==> src/rtl/sar_ctrl_param_if.sv <==
// Signal bundle between the SAR controller and its environment (analog core side and readout side).
// The slave modport is the controller itself; master is whatever drives enable/start/mode and the comparator.
interface sar_ctrl_param_if #(
    parameter int NBITS = 10
);
    logic             enable;
    logic             start;
    logic             mode;
    logic             comp_p;
    logic             comp_n;
    logic             clks;
    logic             clksb;
    logic             busy;
    logic             eoc;
    logic             err;
    logic [NBITS-1:0] cf;
    logic [NBITS-1:0] dout;
    logic [NBITS-1:0] cdac_p;
    logic [NBITS-1:0] cdac_n;

    modport master (
        output enable, start, mode, comp_p, comp_n,
        input  clks, clksb, busy, eoc, err, cf, dout, cdac_p, cdac_n
    );

    modport slave (
        input  enable, start, mode, comp_p, comp_n,
        output clks, clksb, busy, eoc, err, cf, dout, cdac_p, cdac_n
    );
endinterface

==> src/rtl/sar_ctrl_param.sv <==
// Parametrised N-bit successive-approximation controller for a differential CDAC/comparator front end.
// Optional macro SAR_TIMEOUT_EN: an undecided comparator held TIMEOUT_CYC cycles forces the bit to 0 and sets err.
module sar_ctrl_param #(
    parameter int NBITS       = 10,
    parameter int SAMPLE_CYC  = 2,
    parameter int TIMEOUT_CYC = 8
) (
    input logic             clk,
    input logic             rst_n,
    sar_ctrl_param_if.slave bus
);
    // state    | meaning
    // S_IDLE   | sampling switch open, waiting for enable & (start | mode)
    // S_SAMPLE | sampling switch closed for SAMPLE_CYC cycles
    // S_CONV   | one bit resolved per decided comparator cycle, MSB first
    // S_DONE   | result published to dout, single-cycle eoc

    localparam int             IW       = $clog2(NBITS);
    localparam logic [IW-1:0]  IDX_MSB  = IW'(NBITS - 1);
    localparam logic [3:0]     SMP_LOAD = 4'(SAMPLE_CYC - 1);

    typedef enum logic [1:0] {S_IDLE, S_SAMPLE, S_CONV, S_DONE} state_t;

    state_t           state;
    logic [3:0]       smp_cnt;
    logic [IW-1:0]    idx;
    logic [NBITS-1:0] result;
    logic [NBITS-1:0] res_nxt;
    logic             clks;
    logic             clksb;
    logic             busy;
    logic             eoc;
    logic             err;
    logic [NBITS-1:0] cf;
    logic [NBITS-1:0] dout;
    logic [NBITS-1:0] cdac_p;
    logic [NBITS-1:0] cdac_n;
    logic             decided;
    logic             force_zero;

    assign decided = bus.comp_p ^ bus.comp_n;

`ifdef SAR_TIMEOUT_EN
    localparam int            TW      = $clog2(TIMEOUT_CYC + 1);
    localparam logic [TW-1:0] TO_LOAD = TW'(TIMEOUT_CYC - 1);
    logic [TW-1:0] to_cnt;

    assign force_zero = !decided && (to_cnt == '0);
`else
    // No comparator watchdog in this build: never force a bit.
    assign force_zero = (TIMEOUT_CYC < 0);
`endif

    // A forced bit resolves to 0, so one expression covers both a real decision and a timeout.
    always_comb begin
        res_nxt      = result;
        res_nxt[idx] = bus.comp_p & decided;
    end

    always_ff @(posedge clk or negedge rst_n) begin
        if (!rst_n) begin
            state   <= S_IDLE;
            smp_cnt <= '0;
            idx     <= '0;
            result  <= '0;
            clks    <= 1'b0;
            clksb   <= 1'b1;
            busy    <= 1'b0;
            eoc     <= 1'b0;
            err     <= 1'b0;
            cf      <= '0;
            dout    <= '0;
            cdac_p  <= '0;
            cdac_n  <= '0;
`ifdef SAR_TIMEOUT_EN
            to_cnt  <= '0;
`endif
        end else if (!bus.enable) begin
            state  <= S_IDLE;
            clks   <= 1'b0;
            clksb  <= 1'b1;
            busy   <= 1'b0;
            eoc    <= 1'b0;
            err    <= 1'b0;
            cf     <= '0;
            cdac_p <= '0;
            cdac_n <= '0;
        end else begin
            eoc <= 1'b0;
            case (state)
                S_IDLE: begin
                    clks   <= 1'b0;
                    clksb  <= 1'b1;
                    busy   <= 1'b0;
                    cf     <= '0;
                    cdac_p <= '0;
                    cdac_n <= '0;
                    if (bus.start || bus.mode) begin
                        state   <= S_SAMPLE;
                        clks    <= 1'b1;
                        clksb   <= 1'b0;
                        busy    <= 1'b1;
                        smp_cnt <= SMP_LOAD;
                        result  <= '0;
                    end
                end
                S_SAMPLE: begin
                    if (smp_cnt == '0) begin
                        state <= S_CONV;
                        clks  <= 1'b0;
                        clksb <= 1'b1;
                        idx   <= IDX_MSB;
`ifdef SAR_TIMEOUT_EN
                        to_cnt <= TO_LOAD;
`endif
                    end else begin
                        smp_cnt <= smp_cnt - 4'd1;
                    end
                end
                S_CONV: begin
                    if (decided || force_zero) begin
                        result      <= res_nxt;
                        cdac_p[idx] <= res_nxt[idx];
                        cdac_n[idx] <= !res_nxt[idx];
                        cf[idx]     <= 1'b1;
                        err         <= err | force_zero;
                        if (idx == '0) begin
                            state <= S_DONE;
                            eoc   <= 1'b1;
                            dout  <= res_nxt;
                        end else begin
                            idx <= idx - 1'b1;
                        end
                    end
`ifdef SAR_TIMEOUT_EN
                    if (decided || force_zero) begin
                        to_cnt <= TO_LOAD;
                    end else begin
                        to_cnt <= to_cnt - 1'b1;
                    end
`endif
                end
                S_DONE: begin
                    cf     <= '0;
                    cdac_p <= '0;
                    cdac_n <= '0;
                    if (bus.mode) begin
                        state   <= S_SAMPLE;
                        clks    <= 1'b1;
                        clksb   <= 1'b0;
                        busy    <= 1'b1;
                        smp_cnt <= SMP_LOAD;
                        result  <= '0;
                    end else begin
                        state <= S_IDLE;
                        busy  <= 1'b0;
                    end
                end
                default: state <= S_IDLE;
            endcase
        end
    end

    assign bus.clks   = clks;
    assign bus.clksb  = clksb;
    assign bus.busy   = busy;
    assign bus.eoc    = eoc;
    assign bus.err    = err;
    assign bus.cf     = cf;
    assign bus.dout   = dout;
    assign bus.cdac_p = cdac_p;
    assign bus.cdac_n = cdac_n;
endmodule

==> src/flat_wrapper.sv <==
// flat-port wrapper written by rule: the top's interface ports become plain ports
module sar_ctrl_param_flat 
#(
    parameter int NBITS       = 10,
    parameter int SAMPLE_CYC  = 2,
    parameter int TIMEOUT_CYC = 8
)
  (clk, rst_n, bus_enable, bus_start, bus_mode, bus_comp_p, bus_comp_n, bus_clks, bus_clksb, bus_busy, bus_eoc, bus_err, bus_cf, bus_dout, bus_cdac_p, bus_cdac_n);
  sar_ctrl_param_if #(.NBITS(NBITS)) bus_i ();
  input logic clk;
  input logic rst_n;
  input wire logic [$bits(bus_i.enable)-1:0] bus_enable;
  input wire logic [$bits(bus_i.start)-1:0] bus_start;
  input wire logic [$bits(bus_i.mode)-1:0] bus_mode;
  input wire logic [$bits(bus_i.comp_p)-1:0] bus_comp_p;
  input wire logic [$bits(bus_i.comp_n)-1:0] bus_comp_n;
  output wire logic [$bits(bus_i.clks)-1:0] bus_clks;
  output wire logic [$bits(bus_i.clksb)-1:0] bus_clksb;
  output wire logic [$bits(bus_i.busy)-1:0] bus_busy;
  output wire logic [$bits(bus_i.eoc)-1:0] bus_eoc;
  output wire logic [$bits(bus_i.err)-1:0] bus_err;
  output wire logic [$bits(bus_i.cf)-1:0] bus_cf;
  output wire logic [$bits(bus_i.dout)-1:0] bus_dout;
  output wire logic [$bits(bus_i.cdac_p)-1:0] bus_cdac_p;
  output wire logic [$bits(bus_i.cdac_n)-1:0] bus_cdac_n;
  assign bus_i.enable = bus_enable;
  assign bus_i.start = bus_start;
  assign bus_i.mode = bus_mode;
  assign bus_i.comp_p = bus_comp_p;
  assign bus_i.comp_n = bus_comp_n;
  assign bus_clks = bus_i.clks;
  assign bus_clksb = bus_i.clksb;
  assign bus_busy = bus_i.busy;
  assign bus_eoc = bus_i.eoc;
  assign bus_err = bus_i.err;
  assign bus_cf = bus_i.cf;
  assign bus_dout = bus_i.dout;
  assign bus_cdac_p = bus_i.cdac_p;
  assign bus_cdac_n = bus_i.cdac_n;
  sar_ctrl_param #(.NBITS(NBITS), .SAMPLE_CYC(SAMPLE_CYC), .TIMEOUT_CYC(TIMEOUT_CYC)) u_core (.clk(clk), .rst_n(rst_n), .bus(bus_i));
endmodule
==> config.mk <==
export PLATFORM = sky130hd
export DESIGN_NAME = sar_ctrl_param_flat
export DESIGN_NICKNAME = d
export VERILOG_FILES = /design/src/rtl/sar_ctrl_param_if.sv /design/src/rtl/sar_ctrl_param.sv /design/src/flat_wrapper.sv
export SDC_FILE = /design/constraint.sdc
export NUM_CORES = 1
export LEC_CHECK = 0
export BUFFER_PORTS_ARGS = -buffer_cell sky130_fd_sc_hd__clkbuf_2
export CORE_ASPECT_RATIO = 0.8
export CORE_MARGIN = 1
export CORE_UTILIZATION = 30
export CTS_CLUSTER_SIZE = 40
export DETAILED_ROUTE_END_ITERATION = 8
export PLACE_DENSITY = 0.5
export SLEW_MARGIN = 0
export SYNTH_ARGS = -nofsm -noshare
export SYNTH_HDL_FRONTEND = slang
export SYNTH_SLANG_ARGS = --single-unit
export TNS_END_PERCENT = 10
==> constraint.sdc <==
create_clock -name clk -period 3.3 [get_ports clk]
set_input_delay 0.33 -clock clk [delete_from_list [all_inputs] [get_ports clk]]
set_output_delay 0.33 -clock clk [all_outputs]
set_load 0.02 [all_outputs]
After elaboration in Yosys (flattened, before gate mapping)
Cells that the tools add are included.
- output and inout bits: 45
- word-level logic and storage cells: 105
- input bits: 7
- bits in registers: 64
- add/subtract/negate cells: 2
- $lt $le $gt $ge: 2
- reductions and logical operators: 17
- equality and inequality tests: 17
- multiplexer cells: 52
- bitwise operators: 3
- operators with widths (kind ; count):
    10-bit 2-to-1 mux ; 9
    10-bit one-hot mux with 2 select lines ; 3
    10-bit bitwise mux ; 3
    10-bit one-hot mux with 3 select lines ; 1
    4-bit 2-to-1 mux ; 6
    1-bit 2-to-1 mux ; 17
    3-bit by 2-bit != test with 1-bit output, second input constant ; 5
    5-bit AND reduction ; 3
    4-bit one-hot mux with 3 select lines ; 1
    2-bit 2-to-1 mux ; 5
    10-bit bitwise OR ; 1
    4-bit logical NOT ; 2
    2-bit one-hot mux with 4 select lines ; 1
    4-bit one-hot mux with 2 select lines ; 1
    4-bit AND reduction ; 2
    4-bit by 1-bit subtractor with 4-bit output, second input constant ; 2
    2-bit by 1-bit != test with 1-bit output, second input constant ; 3
    2-bit != test, second input constant ; 3
    1-bit one-hot mux with 3 select lines ; 2
    3-bit nonzero test ; 2
    4-bit by 5-bit less-than comparator with 1-bit output, second input constant ; 1
    1-bit binary-select mux with 4-bit select ; 1
    1-bit demux with 4-bit select ; 1
    2-bit == test, second input constant ; 2
    16 further kinds ; 16

Depth between registers and ports, before layout
- depth after elaboration: 12
- depth in mapped cells: 9
- gate-level depth less buffers: 7

Least setup slack after synthesis
OpenSTA, ideal clock, no wires.
- path type: register to register
- start: reg u_core.idx[0]
- end: reg u_core.cdac_p[4] (netlist: u_core.bus.cdac_p[4])
- data arrival time: 2.165 ns
- cell stages (with the launch flop): 10
- period minus slack after synthesis: 2.300 ns
- path buffers: 2
- library setup time: 0.135 ns
- required time: 3.165 ns
- slack: 1.000 ns
- cell sequence: dfrtp_1 buf_2 inv_1 ha_1 or3b_1 clkbuf_1 a211oi_1 a311oi_1 o21ai_2 o31ai_1
- word-level cells in the longest chain between the ends: 11
- elaborated cells between the ends (all ways): 12
- those cells by class: 2 x order compare; 9 x mux; 1 x reduce/logical
- ends and longest elaborated chain (element ; RTL line ; text):
    from (decl) ; sar_ctrl_param.sv:26 ; logic [IW-1:0] idx;
    from (signal assigned) ; sar_ctrl_param.sv:132 ; idx <= idx - 1'b1;
    4-bit by 5-bit less-than comparator with 1-bit output (implied by the code) / 4-bit by 1-bit >= comparator with 1-bit output (equally long branches) ; sar_ctrl_param.sv:57, sar_ctrl_param.sv:123 ;
    1-bit logical AND (implied by the code) ; sar_ctrl_param.sv:57, sar_ctrl_param.sv:123 ;
    1-bit 2-to-1 mux (implied by the code) ; sar_ctrl_param.sv:57, sar_ctrl_param.sv:123 ;
    1-bit demux with 4-bit select ; - ;
    10-bit bitwise mux ; sar_ctrl_param.sv:57 ; res_nxt[idx] = bus.comp_p & decided;
    1-bit binary-select mux with 4-bit select ; sar_ctrl_param.sv:123 ; cdac_p[idx] <= res_nxt[idx];
    1-bit 2-to-1 mux (implied by the code) ; sar_ctrl_param.sv:123 ;
    10-bit bitwise mux (*) ; sar_ctrl_param.sv:123 ;
    10-bit 2-to-1 mux (*) ; sar_ctrl_param.sv:121 ; if (decided || force_zero) begin
    10-bit one-hot mux with 2 select lines (*) ; sar_ctrl_param.sv:90 ; case (state)
    10-bit 2-to-1 mux (*) ; sar_ctrl_param.sv:78 ; end else if (!bus.enable) begin
    to (signal, indexed assignment) ; sar_ctrl_param.sv:123 ;
    to (decl) ; sar_ctrl_param.sv:36 ; logic [NBITS-1:0] cdac_p;
Mark *: on every way between the ends. The rest lies on a longest branch, timed or not. The select of a mux whose other input is x is not followed.
A chain may end at the register's enable or synchronous reset.

Final worst setup path
- start: reg u_core.idx[0]
- end: reg u_core.dout[1] (netlist: u_core.bus.dout[1])
- word-level cells in the longest chain between the ends: 5
- elaborated cells between the ends (all ways): 8
- those cells by class: 2 x order compare; 3 x mux; 3 x reduce/logical
- ends and longest elaborated chain (element ; RTL line ; text):
    4-bit by 5-bit less-than comparator with 1-bit output (implied by the code) / 4-bit by 1-bit >= comparator with 1-bit output (equally long branches) ; sar_ctrl_param.sv:57 ;
    1-bit logical AND (implied by the code) ; sar_ctrl_param.sv:57 ;
    1-bit 2-to-1 mux (implied by the code) ; sar_ctrl_param.sv:57 ;
    1-bit demux with 4-bit select ; - ;
    10-bit bitwise mux ; sar_ctrl_param.sv:57 ;
    to (signal assigned) ; sar_ctrl_param.sv:130 ; dout <= res_nxt;
    to (decl) ; sar_ctrl_param.sv:35 ; logic [NBITS-1:0] dout;
Several ways; a longest one is shown, not always the timed one.

==> results.toml <==
[pwr]
peakVddDrop_mv = 0.461
power.density_mw_per_mm2 = 720
p_leak_uw = 0.00186

[clock_tree]
cts_tree = "done"
cts_resized = 0
htreeDepth = 3
post-cts-setup-buffers = 0
path_clk_slew_ps = 50
cts_buffers = 9
clk_latency_ps = 330
clockBufferDepth = 2
cts-root-buf = "clkbuf_16"
clkSinkCount = 64

[worst_setup_path]
crit_fanout = 20
critical_path.max_stage_delay_ps = 670
cp_cell_sequence = "inv_1, ha_1, or3b_1, or3_1, a21oi_1, a21o_1"
end_kind = "register"
critPathArrivalTime_ps = 3080
cp.depth = 6
cp_num_buf_inv = 1
critPathKind = "register to register"
critPathSlowestCell = "or3_1"
cp.required_ps = 3570
cp_top_family = "simple AND/OR/NAND/NOR gates"
r2r_cells = 6
worstSetupStartpointType = "register"

[logic_synthesis]
ys_ff_latch = 64
yosys_warnings = 0
synth_most_common_cell = "dfrtp_1"
synth_cell_types = 51
synthCells = 353
netlist_top_cells_area = "dfrtp_1, mux2i_1, ha_1, nand2_1, o21ai_0"
synth-edff-count = 0
synthTopCellsByCount = "dfrtp_1, nand2_1, nor2_1, o21ai_0"
ys.flop_type = "dfrtp_1"
netlist_area_mm2 = 0.00344
yosysTopAreaCell = "dfrtp_1"
synth_nets = 374
ys_async_sr_fraction_pct = 100
yosysTopAreaCellShare_pct = 45.8
syn_area_per_cell_um2 = 9.74
ys_seq_area_share_pct = 46.6

[sta]
rsz0062_at_grt = "false"
clock.fmax_mhz = 356
finalSetupViolations = 0
slew_violations = 0
setup_tns_ps = 0
fin_ws_ps = 490
timing.slew.headroom_pct = 55.1
finalCritPeriodShare_pct = 85.2
finalHoldViolCount = 0
max_slew.worst_pin.slew_ps = 674
clock_skew_ps = 4.84
post-route-min-period_ps = 2810

[place]
dp.cells = 532
dp_slack_ps = 534
io_buffers = 50
dp_hpwl_um = 6190
gp_congestion = 0.882

[grt]
globalRouteOverflowTotal = 0
grt_start_max_net_pins = 52
grt_pass1_wl_um = 14400
track_usage_pct = 15.7
antenna_found_initial = 0
grt_pass1_vias = 2638

[status]
status = "finished, final reports clean"

[floorplan]
core-area_mm2 = 0.0110
row_count = 34
die_y_um = 97.8
die-area_mm2 = 0.0119
start_util_pct = 31.2
die_w_um = 122
ios = 52

[detailed_routing]
wirelength_um = 8760
postRouteAntennaNets = 0
wire_per_inst_um = 16.0
vias = 2747
drc = 0
first_pass_iters = 4
drt_iter0_markers = 184
viasPerCell = 5.00

[final_layout]
areaGrowthSynthToFinish_pct = 19.8
nFillCells = 1132
nets = 421
stdcell_count = 549
num_antenna_cells = 0
drive_gt1_share_pct = 20.7

[flow_run]
drv_cap = 0

[min_path]
worstHoldPathType = "input pin to async pin"
## final cells by class
| type | count | area (um^2) | area share [%] |
|---|---|---|---|
| clock buffers | 13 | 260 | 6.32 |
| clock inverters | 3 | 40.0 | 0.972 |
| inverters | 15 | 56.3 | 1.37 |
| multi-input cells | 253 | 1680 | 40.7 |
| flip-flops and latches | 64 | 1600 | 38.9 |
| well taps | 144 | 180 | 4.37 |
| repair buffers | 57 | 305 | 7.41 |
## metal layers
metal,part of all wire (%),track usage [%],wire length [um]
met1,52,23.5,4520
met2,41,21.8,3550
met3,6.5,4.15,568
met4,1.3,4.94,114
met5,0,0,0
## cells by family after synthesis
kind of cell / Yosys count / share of synthesized area, %
AO/OA/AOI/OAI: 89 / 17.2
XOR/XNOR: 2 / 0.509
adder cells (fa/ha/maj): 14 / 5.09
buffers and inverters: 36 / 4.69
flip-flops: 64 / 46.6
multiplexers: 25 / 8.11
other: 1 / 0.109
AND/OR/NAND/NOR: 122 / 17.6
## per-stage QoR
stage | power, uW | area, um^2 | hold slack [ps] | utilization, %
final | 2970 | 4120 | 431 | 37.4
after global placement | 2010 | 3810 | 249 | 34.6
after global routing | 3150 | 4120 | 464 | 37.4
after floorplan | 1730 | 3440 | 34.4 | -
after detailed placement | 2020 | 3810 | 252 | 34.6
after CTS | 3000 | 4120 | 444 | 37.4
## registers in the layout, indices dropped and copies added (netlist names)
register	flops
u_core.bus.cdac_n	10
u_core.bus.cdac_p	10
u_core.bus.cf	10
u_core.bus.dout	10
u_core.result	10
u_core.idx	4
u_core.smp_cnt	4
u_core.state	2
u_core.bus.busy	1
u_core.bus.clks	1
u_core.bus.clksb	1
u_core.bus.eoc	1
## report_power, final
group / total, uW / internal (uW) / switching [uW]
sequential: 1000 / 877 / 125
combinational: 1010 / 361 / 650
clock: 956 / 623 / 332
total: 2970 / 1860 / 1110
## repair_timing
item | in CTS | in global routing
hold buffers | 1 | 0
hold endpoints to repair | 13 | 0
setup endpoints to repair | 0 | 0
## layout by cell type (no fill, tap or decap), types with 3 or more instances in the layout
cell type and instances:
nor2_1 25, dfrtp_1 63, a31oi_1 4, inv_1 15
o21a_1 9, o21ai_1 3, nand3_1 20, mux2i_1 20
nand4_1 4, clkbuf_2 50, a21oi_1 13, ha_1 14
o21ai_0 21, a22o_1 11, nor2b_1 4, mux2_2 3
nor3_1 4, o31ai_1 13, clkbuf_16 9, buf_4 6
nand3b_1 7, nand2b_1 4, nand2_1 41
## final timing paths
check / slack (ps) / end / from
setup / recovery: 490 / u_core.bus.dout[1]$_DFFE_PN0P_ / u_core.idx[0]$_DFFE_PN0P_
hold / removal: 430 / u_core.bus.dout[7]$_DFFE_PN0P_ / rst_n
setup reg to reg: 490 / u_core.bus.dout[1]$_DFFE_PN0P_ / u_core.idx[0]$_DFFE_PN0P_
hold reg to reg: 470 / u_core.bus.dout[3]$_DFFE_PN0P_ / u_core.bus.dout[3]$_DFFE_PN0P_
max in group asynchronous: 1880 / u_core.bus.cdac_n[5]$_DFFE_PN0P_ / rst_n
min in group clk: 470 / u_core.bus.clks$_DFFE_PN0P_ / bus_start
No activity file was read; power rests on OpenSTA's default activity.
